## config.mk

```make
export PLATFORM = sky130hd
export DESIGN_NAME = layer_priority_mux
export DESIGN_NICKNAME = d
export VERILOG_FILES = /design/src/rtl/layer_pkg.sv /design/src/rtl/layer_pick.sv /design/src/rtl/layer_priority_mux.sv
export SDC_FILE = /design/constraint.sdc
export NUM_CORES = 1
export LEC_CHECK = 0
export CORE_MARGIN = 8
export CORE_UTILIZATION = 41
export CTS_BUF_LIST = sky130_fd_sc_hd__clkbuf_16
export CTS_CLUSTER_SIZE = 8
export DETAILED_ROUTE_END_ITERATION = 6
export PLACE_DENSITY = 0.75
export SYNTH_ARGS = -nofsm -noshare
export SYNTH_HDL_FRONTEND = slang
export SYNTH_SLANG_ARGS = --single-unit
```

## constraint.sdc

```tcl
create_clock -name clk -period 1.4 [get_ports clk]
set_clock_uncertainty 0.15 [all_clocks]
set_input_delay 0.28 -clock clk [delete_from_list [all_inputs] [get_ports clk]]
set_output_delay 0.28 -clock clk [all_outputs]
set_load 0.05 [all_outputs]
```

## src/rtl/layer_pkg.sv

```systemverilog
// rtl/layer_pkg.sv - shared types and helpers for the layer priority mux
package layer_pkg;

  localparam int MAX_LAYERS = 8;
  localparam int CH_W_DEF   = 4;

  typedef struct packed {
    logic [CH_W_DEF-1:0] r;
    logic [CH_W_DEF-1:0] g;
    logic [CH_W_DEF-1:0] b;
  } rgb_t;

  // Flat bit position of ordered pair (i,j) in an n*n collision matrix.
  function automatic int pair_idx(input int i, input int j, input int n);
    return i * n + j;
  endfunction

endpackage

```

## src/rtl/layer_pick.sv

```systemverilog
// rtl/layer_pick.sv - lowest-index priority encoder over the effective draw vector
module layer_pick #(
  parameter int N = 4
) (
  input  logic [N-1:0]         eff_i,
  output logic                 valid_o,
  output logic [$clog2(N)-1:0] index_o
);

  // Scan downward so the lowest set index is the last one written.
  always_comb begin
    valid_o = |eff_i;
    index_o = '0;
    for (int i = N - 1; i >= 0; i--) begin
      if (eff_i[i]) index_o = ($clog2(N))'(i);
    end
  end

endmodule

```

## src/rtl/layer_priority_mux.sv

```systemverilog
// rtl/layer_priority_mux.sv - N-layer draw priority mux with live and per-frame collision flags
module layer_priority_mux
  import layer_pkg::*;
#(
  parameter int NUM_LAYERS = 4,
  parameter int CH_W       = 4
) (
  input  logic                                 clk,
  input  logic                                 reset,
  input  logic                                 frame_start,
  input  logic [NUM_LAYERS-1:0]                layer_en,
  input  logic [NUM_LAYERS-1:0]                draw_in,
  input  logic [NUM_LAYERS*3*CH_W-1:0]         rgb_in,
  input  logic [3*CH_W-1:0]                    rgb_bg,
  output logic [CH_W-1:0]                      Red_level,
  output logic [CH_W-1:0]                      Green_level,
  output logic [CH_W-1:0]                      Blue_level,
  output logic                                 drawn,
  output logic [$clog2(NUM_LAYERS)-1:0]        top_layer,
  output logic [NUM_LAYERS*NUM_LAYERS-1:0]     coll_live,
  output logic [NUM_LAYERS*NUM_LAYERS-1:0]     coll_frame,
  output logic                                 coll_valid
);

  localparam int N  = NUM_LAYERS;
  localparam int RW = 3 * CH_W;
  localparam int IW = $clog2(N);
  localparam int PW = N * N;

  if (N < 2 || N > MAX_LAYERS) begin : g_bad_layers
    $error("NUM_LAYERS out of range");
  end

  logic [N-1:0]    eff_q;
  logic [N*RW-1:0] rgb_q;
  logic [RW-1:0]   bg_q;
  logic            fs_q;

  logic [RW-1:0]   colour_q;
  logic            drawn_q;
  logic [IW-1:0]   top_q;
  logic [PW-1:0]   live_q;
  logic [PW-1:0]   acc_q;
  logic [PW-1:0]   frame_q;
  logic            cvalid_q;

  logic [RW-1:0]   layer_rgb [N];
  logic            pick_valid;
  logic [IW-1:0]   pick_idx;
  logic [RW-1:0]   colour_d;
  logic [PW-1:0]   live_d;
  logic [PW-1:0]   acc_d;

  for (genvar g = 0; g < N; g++) begin : g_split
    assign layer_rgb[g] = rgb_q[g*RW +: RW];
  end

  layer_pick #(.N(N)) u_pick (
    .eff_i   (eff_q),
    .valid_o (pick_valid),
    .index_o (pick_idx)
  );

  assign colour_d = pick_valid ? layer_rgb[pick_idx] : bg_q;

  always_comb begin
    live_d = '0;
    for (int i = 0; i < N; i++) begin
      for (int j = 0; j < N; j++) begin
        if (i != j) live_d[pair_idx(i, j, N)] = eff_q[i] & eff_q[j];
      end
    end
  end

  // The frame_start pixel opens the new frame, so its pairs seed the fresh accumulator.
  assign acc_d = fs_q ? live_d : (acc_q | live_d);

  always_ff @(posedge clk) begin
    if (reset) begin
      eff_q    <= '0;
      rgb_q    <= '0;
      bg_q     <= '0;
      fs_q     <= 1'b0;
      colour_q <= '0;
      drawn_q  <= 1'b0;
      top_q    <= '0;
      live_q   <= '0;
      acc_q    <= '0;
      frame_q  <= '0;
      cvalid_q <= 1'b0;
    end else begin
      eff_q    <= draw_in & layer_en;
      rgb_q    <= rgb_in;
      bg_q     <= rgb_bg;
      fs_q     <= frame_start;
      colour_q <= colour_d;
      drawn_q  <= pick_valid;
      top_q    <= pick_idx;
      live_q   <= live_d;
      acc_q    <= acc_d;
      cvalid_q <= fs_q;
      if (fs_q) frame_q <= acc_q;
    end
  end

  assign Red_level   = colour_q[3*CH_W-1 -: CH_W];
  assign Green_level = colour_q[2*CH_W-1 -: CH_W];
  assign Blue_level  = colour_q[CH_W-1   -: CH_W];
  assign drawn       = drawn_q;
  assign top_layer   = top_q;
  assign coll_live   = live_q;
  assign coll_frame  = frame_q;
  assign coll_valid  = cvalid_q;

endmodule

```

* Yosys cells after proc, flatten, opt, wreduce, memory -nomap -nowiden
Cells that the tools add are included.
** Cells by class
- Muxes and demuxes :: 9
- Bitwise operators :: 9
- Reduce and logical (&&, ||, !) cells :: 2
- Order comparisons :: 1
** Operator list (count)
- $mux 12 :: 3
- $bmux 12 s2 :: 1
- $or 16x15->16 :: 1
- $mux 15 :: 1
- $mux 2 :: 4
- $and 1x1->1 :: 6
- $and 4x4->4 :: 1
- $reduce_or 4->1 :: 1
- $ge 3x3->1 const B :: 1
- $not 2->3 :: 1
- $reduce_or 2->1 :: 1
** Word-level totals
- Bits in registers :: 129
- Output and inout port bits :: 48
- Logic and storage cells :: 34

* Longest topological paths before layout
Gate-level depths: netlist of the first run.
- Word-level depth :: 9
- Gate-level depth with buffers :: 6

* By module
A second synthesis of the first run with hierarchy kept.
** Second synthesis, totals
- Cells, all modules :: 319
- Area total of the unflattened synthesis :: 3764.9 µm²
** Modules (own cells, without submodules)
- layer_priority_mux :: times used 1, area each 3729.8 µm², cells an instance 312
- layer_pick :: times used 1, area each 35.0 µm², cells an instance 7

* Worst setup path after synthesis of the first run
OpenSTA, ideal clock, no wires.
- Kind :: reg2reg
- From :: reg eff_q[2]
- To :: reg colour_q[3]
- Cell stages (with the launch flop) :: 6
- Required time :: 1.118 ns
- Period minus slack after synthesis :: 1.355 ns
- Library setup time :: 0.132 ns
- Arrival time :: 1.072 ns
- Slack :: 0.045 ns
- Cells stage by stage :: dfxtp_1 inv_2 buf_2 o22a_1 o21ai_1 a21oi_1
** On the way
- Longest elaborated chain between the ends :: 8
** RTL lines
- from (decl) :: RTL line layer_priority_mux.sv:34 : logic [N-1:0] eff_q;
- from (signal assigned) :: RTL line layer_priority_mux.sv:92 : eff_q <= draw_in & layer_en;
- $mux 2 (3 in series) :: RTL line layer_pick.sv:15 : if (eff_i[i]) index_o = ($clog2(N))'(i);
- $not 2->3 (implied by the code) :: RTL line layer_priority_mux.sv:64 : assign colour_d = pick_valid ? layer_rgb[pick_idx] : bg_q;
- $bmux 12 s2 :: RTL line layer_priority_mux.sv:64
- $mux 12 (implied by the code) (2 in series) :: RTL line layer_priority_mux.sv:64
- $mux 12 (*) :: RTL line layer_priority_mux.sv:64
- to (signal assigned) :: RTL line layer_priority_mux.sv:96 : colour_q <= colour_d;
- to (decl) :: RTL line layer_priority_mux.sv:39 : logic [RW-1:0] colour_q;
Every way passes the cells marked *; elsewhere a longest branch is shown, timed or not. The select of a mux whose other input is x is not followed.
A chain may end at the register's enable or synchronous reset.

* Worst setup path after layout of the first run
- From :: reg eff_q[1]
- To :: reg colour_q[4]
** On the way
- Longest elaborated chain between the ends :: 7
** RTL lines (RTL line)
- $mux 2 (2 in series) :: layer_pick.sv:15
- $not 2->3 (implied by the code) :: layer_priority_mux.sv:64
- $bmux 12 s2 :: layer_priority_mux.sv:64
- $mux 12 (implied by the code) (2 in series) :: layer_priority_mux.sv:64
- $mux 12 (*) :: layer_priority_mux.sv:64
Marks and branches as above.

==> key figures, run 1 <==
Routing
  • Routed vias/inst: 4.643
  • Drt pass-1 iters: 4
  • Final wirelength: 10.02 mm
  • Vias: 2730
  • DRC: 0
  • Routed wire length per instance: 17.04 um
  • Initial DRC count: 161
  • Final ANT Viol Nets: 0

Power and ir drop
  • VDD IR max: 0.0006067 V
  • Pwr dens: 1171 nW/um^2
  • Final Power: 6.785 mW
  • Lkg Pwr: 2.385 nW

STA
  • Final setup fails: 9
  • Min cycle time layout: 1.430 ns
  • Period utilization: 102.1%
  • Slew Limit Fails: 0
  • Final WS setup: -0.02991 ns
  • RSZ-0062 raised after global routing: true
  • Fmax: 699.3 MHz
  • Post-route setup TNS: -0.1061 ns
  • Final hold viol count: 0

Worst setup path
  • CP endpoint kind: flop
  • Setup Crit Path Kind: flop to flop
  • Largest fanout on the critical path: 8
  • Reg2reg start: eff_q[1]$_SDFF_PP0_
  • Critical Path Max Stage Delay: 0.38 ns
  • FF-to-FF End: colour_q[4]$_SDFF_PP0_
  • FF-to-FF setup slack: -0.03 ns
  • CP top delay family: simple AND/OR/NAND/NOR gates
  • Critical Path RT: 1.53 ns
  • Buf/Inv on CP: 1
  • Critical Path Source Type: flop
  • Crit path cell chain: or2_4 -> nor3_4 -> buf_6 -> nand2_1 -> a21oi_2
  • R2R depth: 5
  • Crit-path slowest cell: dfxtp_4
  • Critical Path AT: 1.56 ns

Placed design
  • Setup WS pre-CTS: -0.2336 ns
  • Gpl congestion: 0.7975
  • # port buffers: 110
  • Post-DP HPWL: 6.970 mm
  • Placed cells: 568

Global routing
  • Pin count of the biggest net entering global routing: 48
  • Initial antenna violation count: 0
  • First-pass GRT wire length: 14.92 mm
  • GRT Overall Usage: 15.12%
  • Global route overflow: 0
  • Vias in the first global route: 2969

Final layout
  • Area Growth Syn to Fin: 54.74%
  • Post-Layout Cell Count: 588
  • Number of antenna repair diodes: 0
  • Layout cell share with drive strength beyond 1: 23.90%
  • Final net count: 543
  • Final core occ: 63.95%

Floorplan
  • Std cell rows: 35
  • Chip height: 111.6 um
  • Die X: 111.6 um
  • Die area: 12450 sq um
  • Ports: 119
  • Initial core utilization: 41.33%
  • Placeable core area: 9065 sq um

Clock network
  • Number of buffers created by CTS: 9
  • CTS Hold Bufs: 0
  • Max clock buf depth: 2
  • Clock Sinks: 111
  • Clock transition at the registers of the reported paths: 0.07 ns
  • Clock tree root driver cell: clkbuf_16
  • H-tree depth: 3
  • CTS tree: yes
  • Skew-Pair Late Insertion Delay: 0.34 ns

Synthesis
  • Syn Inst Count: 358
  • Syn. warnings: 0
  • Syn_area_per_cell: 10.46 sq um
  • FF+latch count, synth: 111
  • Sequential share of the synthesized area: 59.32%
  • Synth cell types: 28
  • Synthesized area: 3746 sq um

Status
  • Status: finished with violations
  • Failing checks: setup timing

Run
  • Max_cap viols: 0

Hold path
  • Worst Hold Class: input pin to flop
  • Worst Hold Path Cells: 2
  • Worst Hold Path EP: coll_live[9]$_SDFF_PP0_
  • Hold Crit Start: reset
## power breakdown
group / total, mW / internal (mW) / leakage, nW / switching [mW]
logic: 0.986 / 0.517 / 1.32 / 0.469
registers: 3.37 / 3.29 / 0.920 / 0.0765
clock network: 2.43 / 1.24 / 0.143 / 1.18
## kinds of logic after synthesis
family | after synthesis | synth area share, %
buf+inv | 38 | 6.513
flops | 111 | 59.32
other cells | 1 | 0.1001
mux | 12 | 3.207
simple gates | 135 | 19.91
compound gates | 61 | 10.96
## cells in the final DEF (no fill, tap or decap), types with 3 or more instances in the layout
cell type        count
a21o_1              12
a21oi_2              4
buf_4               16
o21ai_1             10
nor2_1              20
a21oi_1              9
buf_12              42
nor2b_1             71
nand2_1             27
buf_6                5
conb_1               8
dfxtp_1            102
dfxtp_2              7
nor2b_4              3
mux2i_1             12
o31ai_2              7
o31ai_1              5
o22a_1              12
clkbuf_16            9
clkdlybuf4s50_1     69
## flip-flops by register name (all words and copies together) (netlist names)
register,cells
coll_frame,12
top_layer,2
rgb_q,48
eff_q,4
acc_q,12
coll_valid,1
coll_live,6
colour_q,12
fs_q,1
bg_q,12
drawn,1
## through the flow
stage / hold slack (ns) / area [sq um]
final: 0.1257 / 5797
after global placement: 0.2734 / 5323
after detailed placement: 0.2812 / 5323
after floorplan: 0.2438 / 3772
after CTS: 0.1232 / 5680
after global routing: 0.1318 / 5797
## worst max path at each step
stage,to,start,slack (ns),depth (start not counted)
2_1_floorplan,colour_q[3]$_SDFF_PP0_,eff_q[2]$_SDFF_PP0_,0.05,5
3_3_place_gp,colour_q[2]$_SDFF_PP0_,eff_q[3]$_SDFF_PP0_,-0.17,4
3_5_place_dp,colour_q[1]$_SDFF_PP0_,eff_q[2]$_SDFF_PP0_,-0.23,4
4_1_cts,colour_q[7]$_SDFF_PP0_,eff_q[1]$_SDFF_PP0_,0.003,5
5_1_grt,colour_q[8]$_SDFF_PP0_,eff_q[1]$_SDFF_PP0_,-0.08,5
6_report,colour_q[4]$_SDFF_PP0_,eff_q[1]$_SDFF_PP0_,-0.03,5
## repair_timing
| action | in CTS | in global routing |
|---|---|---|
| setup endpoints to repair | 16 | 19 |
| resized for setup | 15 | 31 |
| pin swaps | 6 | 13 |
| buffers inserted | 1 | 1 |
| gates cloned | 1 | 1 |
| hold endpoints to repair | 0 | 0 |
## Yosys cell counts
master    instances  share of area, %
nor2b_1          75                13
and2_2            1              0.20
nor3_2            1              0.27
a21o_1           12               2.4
o21ai_1          10               1.3
clkbuf_1          9              0.90
conb_1            1              0.10
nor3_1            2              0.27
buf_6             1              0.30
o22a_1           12               2.8
nor3b_2           1              0.33
inv_2             1              0.10
a21oi_1          13               1.7
o31ai_1          12               2.4
nor2_1           20               2.0
or2_4             1              0.23
and2_1            2              0.33
buf_2             6              0.80
mux2i_1          12               3.2
nor3_4            1              0.43
nand2_1          29               2.9
and3b_1           1              0.23
buf_4            15               3.0
buf_1             3              0.30
clkbuf_8          3               1.1
dfxtp_1         111                59
o21ai_0           2              0.27
nand2b_1          1              0.17
## worst reg2reg max path, cell delays in order, from the launching register on
cell and delay [ns]:
dfxtp_4 0.38, or2_4 0.26, nor3_4 0.19, buf_6 0.18, nand2_1 0.09, a21oi_2 0.11
## cell type report
type / count / area, sq um
Tap cell: 111 / 138.9
Multi-Input combinational cell: 216 / 1413
Clock inverter: 7 / 65.06
Inverter: 1 / 3.754
Fill cell: 666 / 3268
Timing Repair Buffer: 133 / 1713
Clock buffer: 9 / 225.2
Sequential cell: 111 / 2238
## routing by layer
| layer | wire length, um | global-route usage [%] |
|---|---|---|
| met2 | 5203 | 26.38 |
| met3 | 608 | 5.519 |
| met1 | 4084 | 16.49 |
| met5 | 0 | 0 |
| met4 | 126 | 5.378 |
Power figures use the tool's default switching activity.
==> run 2: changes to the inputs <==
--- a/config.mk
+++ b/config.mk
@@ -5,12 +5,14 @@
 export SDC_FILE = /design/constraint.sdc
 export NUM_CORES = 1
 export LEC_CHECK = 0
+export ABC_AREA = 0
 export CORE_MARGIN = 8
-export CORE_UTILIZATION = 41
+export CORE_UTILIZATION = 40
 export CTS_BUF_LIST = sky130_fd_sc_hd__clkbuf_16
 export CTS_CLUSTER_SIZE = 8
 export DETAILED_ROUTE_END_ITERATION = 6
-export PLACE_DENSITY = 0.75
+export GPL_ROUTABILITY_DRIVEN = 0
+export PLACE_DENSITY = 0.73
 export SYNTH_ARGS = -nofsm -noshare
 export SYNTH_HDL_FRONTEND = slang
 export SYNTH_SLANG_ARGS = --single-unit
==> key figures, run 2 (synthesis results as in run 1) <==
Clock network
  • Max clock buf depth: 2
  • H-tree depth: 3
  • Clock tree root driver cell: clkbuf_16
  • Skew-Pair Late Insertion Delay: 0.34 ns
  • Clock transition at the registers of the reported paths: 0.07 ns
  • Number of buffers created by CTS: 9
  • Clock Sinks: 111
  • CTS tree: yes
  • CTS Hold Bufs: 0

Final layout
  • Area Growth Syn to Fin: 50.87%
  • Most common cell after layout, fill and taps aside: dfxtp_1
  • Post-Layout Cell Count: 583
  • Max FFs per register: 48
  • Top reg by flops: rgb_q
  • Most frequent cells in the layout: 103 x dfxtp_1, 75 x nor2b_1, 69 x clkdlybuf4s50_1
  • Layout cell share with drive strength beyond 1: 19.92%
  • Number of antenna repair diodes: 0
  • Final net count: 538
  • Final Instance Area: 5652 sq um
  • Fill cells: 693

Hold path
  • Worst Hold Class: input pin to flop

STA
  • Worst-Margin Slew: 0.5402 ns
  • RSZ-0062 raised after global routing: true
  • Fmax: 702.0 MHz
  • Period utilization: 101.7%
  • Min cycle time layout: 1.424 ns
  • Slew Limit Fails: 0
  • Max-Slew Margin vs Limit: 63.95%
  • Final hold viol count: 0
  • Final setup fails: 4
  • Final WS setup: -0.02445 ns

Worst setup path
  • Critical Path AT: 1.48 ns
  • CP endpoint kind: flop
  • Largest fanout on the critical path: 12
  • Setup Crit Path Kind: flop to flop
  • Critical Path Source Type: flop
  • Critical Path RT: 1.46 ns

Floorplan
  • Die area: 12720 sq um
  • Ports: 119
  • Initial core utilization: 40.93%
  • Placeable core area: 9153 sq um
  • Std cell rows: 35
  • Chip height: 112.8 um
  • Die X: 112.8 um

Power and ir drop
  • Final Power: 6.658 mW
  • VDD IR max: 0.0008245 V
  • Lkg Pwr: 2.321 nW
  • Pwr dens: 1178 nW/um^2

Global routing
  • First-pass GRT wire length: 14.43 mm
  • Vias in the first global route: 2802
  • Initial antenna violation count: 0
  • Pin count of the biggest net entering global routing: 55
  • Global route overflow: 0
  • GRT Overall Usage: 14.60%

Placed design
  • # port buffers: 110
  • Placed cell area: 5288 sq um
  • Placed cells: 565
  • Post-DP HPWL: 7.059 mm
  • Setup WS pre-CTS: -0.2805 ns

Routing
  • Routed wire length per instance: 15.89 um
  • Vias: 2717
  • DRC: 0
  • Drt pass-1 iters: 4
  • Final wirelength: 9.265 mm
  • Final ANT Viol Nets: 0
  • Routed vias/inst: 4.660
  • Initial DRC count: 131

Status
  • Status: finished with violations
  • Failing checks: setup timing

Run
  • Max_cap viols: 0
[run 2: cell types whose count changed in the layout (fill, tap and decap cells not counted), sizes merged]
cell	change
clkinv	-1
clkinvlp	+1
buf	-5
[run 2: metal layers]
| layer | routed length, um | part of all wire (%) | vias up | track usage [%] |
|---|---|---|---|---|
| met5 | 0 | 0 | - | 0 |
| met4 | 181 | 2.0 | 0 | 5.036 |
| met3 | 647 | 7.0 | 12 | 4.952 |
| met2 | 4502 | 49 | 88 | 24.18 |
| met1 | 3934 | 42 | 1256 | 17.27 |
| li1 | - | - | 1361 | - |
[run 2: worst paths after layout]
kind,startpoint,end,slack (ns),depth (start not counted)
worst max-delay path,eff_q[2]$_SDFF_PP0_,colour_q[6]$_SDFF_PP0_,-0.02,5
worst min-delay path,reset,coll_live[9]$_SDFF_PP0_,0.10,2
worst max register to register,eff_q[2]$_SDFF_PP0_,colour_q[6]$_SDFF_PP0_,-0.02,5
worst min register to register,bg_q[10]$_SDFF_PP0_,colour_q[10]$_SDFF_PP0_,0.29,2
[run 2: critical path: stages (launching register included)]
cell and delay, ns:
dfxtp_2 0.36, nand2b_1 0.17, buf_6 0.15, o22a_1 0.22, o21ai_1 0.16, a21oi_1 0.08
[run 2: final cells by class]
| type | count | area [sq um] | area share, % |
|---|---|---|---|
| Sequential cell | 111 | 2235 | 39.54 |
| Clock inverter | 7 | 56.30 | 0.9962 |
| Inverter | 1 | 3.754 | 0.06642 |
| Timing Repair Buffer | 128 | 1655 | 29.29 |
| Multi-Input combinational cell | 216 | 1338 | 23.67 |
| Clock buffer | 9 | 225.2 | 3.985 |
| Tap cell | 111 | 138.9 | 2.457 |
[run 2: per-stage QoR]
stage	utilization [%]	hold slack (ns)	setup TNS, ns
CTS	61.45	0.09287	-0.02020
detailed placement	57.77	0.2757	-4.163
global route	61.75	0.09416	-0.5572
finish	61.75	0.1043	-0.03379
floorplan	-	0.2438	0
global placement	57.77	0.2712	-2.878
[run 2: repair_timing]
| item | in CTS | in global routing |
|---|---|---|
| hold endpoints to repair | 0 | 0 |
| pin swaps | 4 | 1 |
| resized for setup | 11 | 9 |
| setup endpoints to repair | 23 | 19 |
| setup buffers | 2 | 0 |
[run 2: where the power goes]
part	leakage, nW	switching, mW	total, mW	internal [mW]
Combinational	1.27	0.441	0.931	0.490
Sequential	0.919	0.0727	3.37	3.30
Clock	0.136	1.13	2.36	1.23
Total	2.32	1.64	6.66	5.01
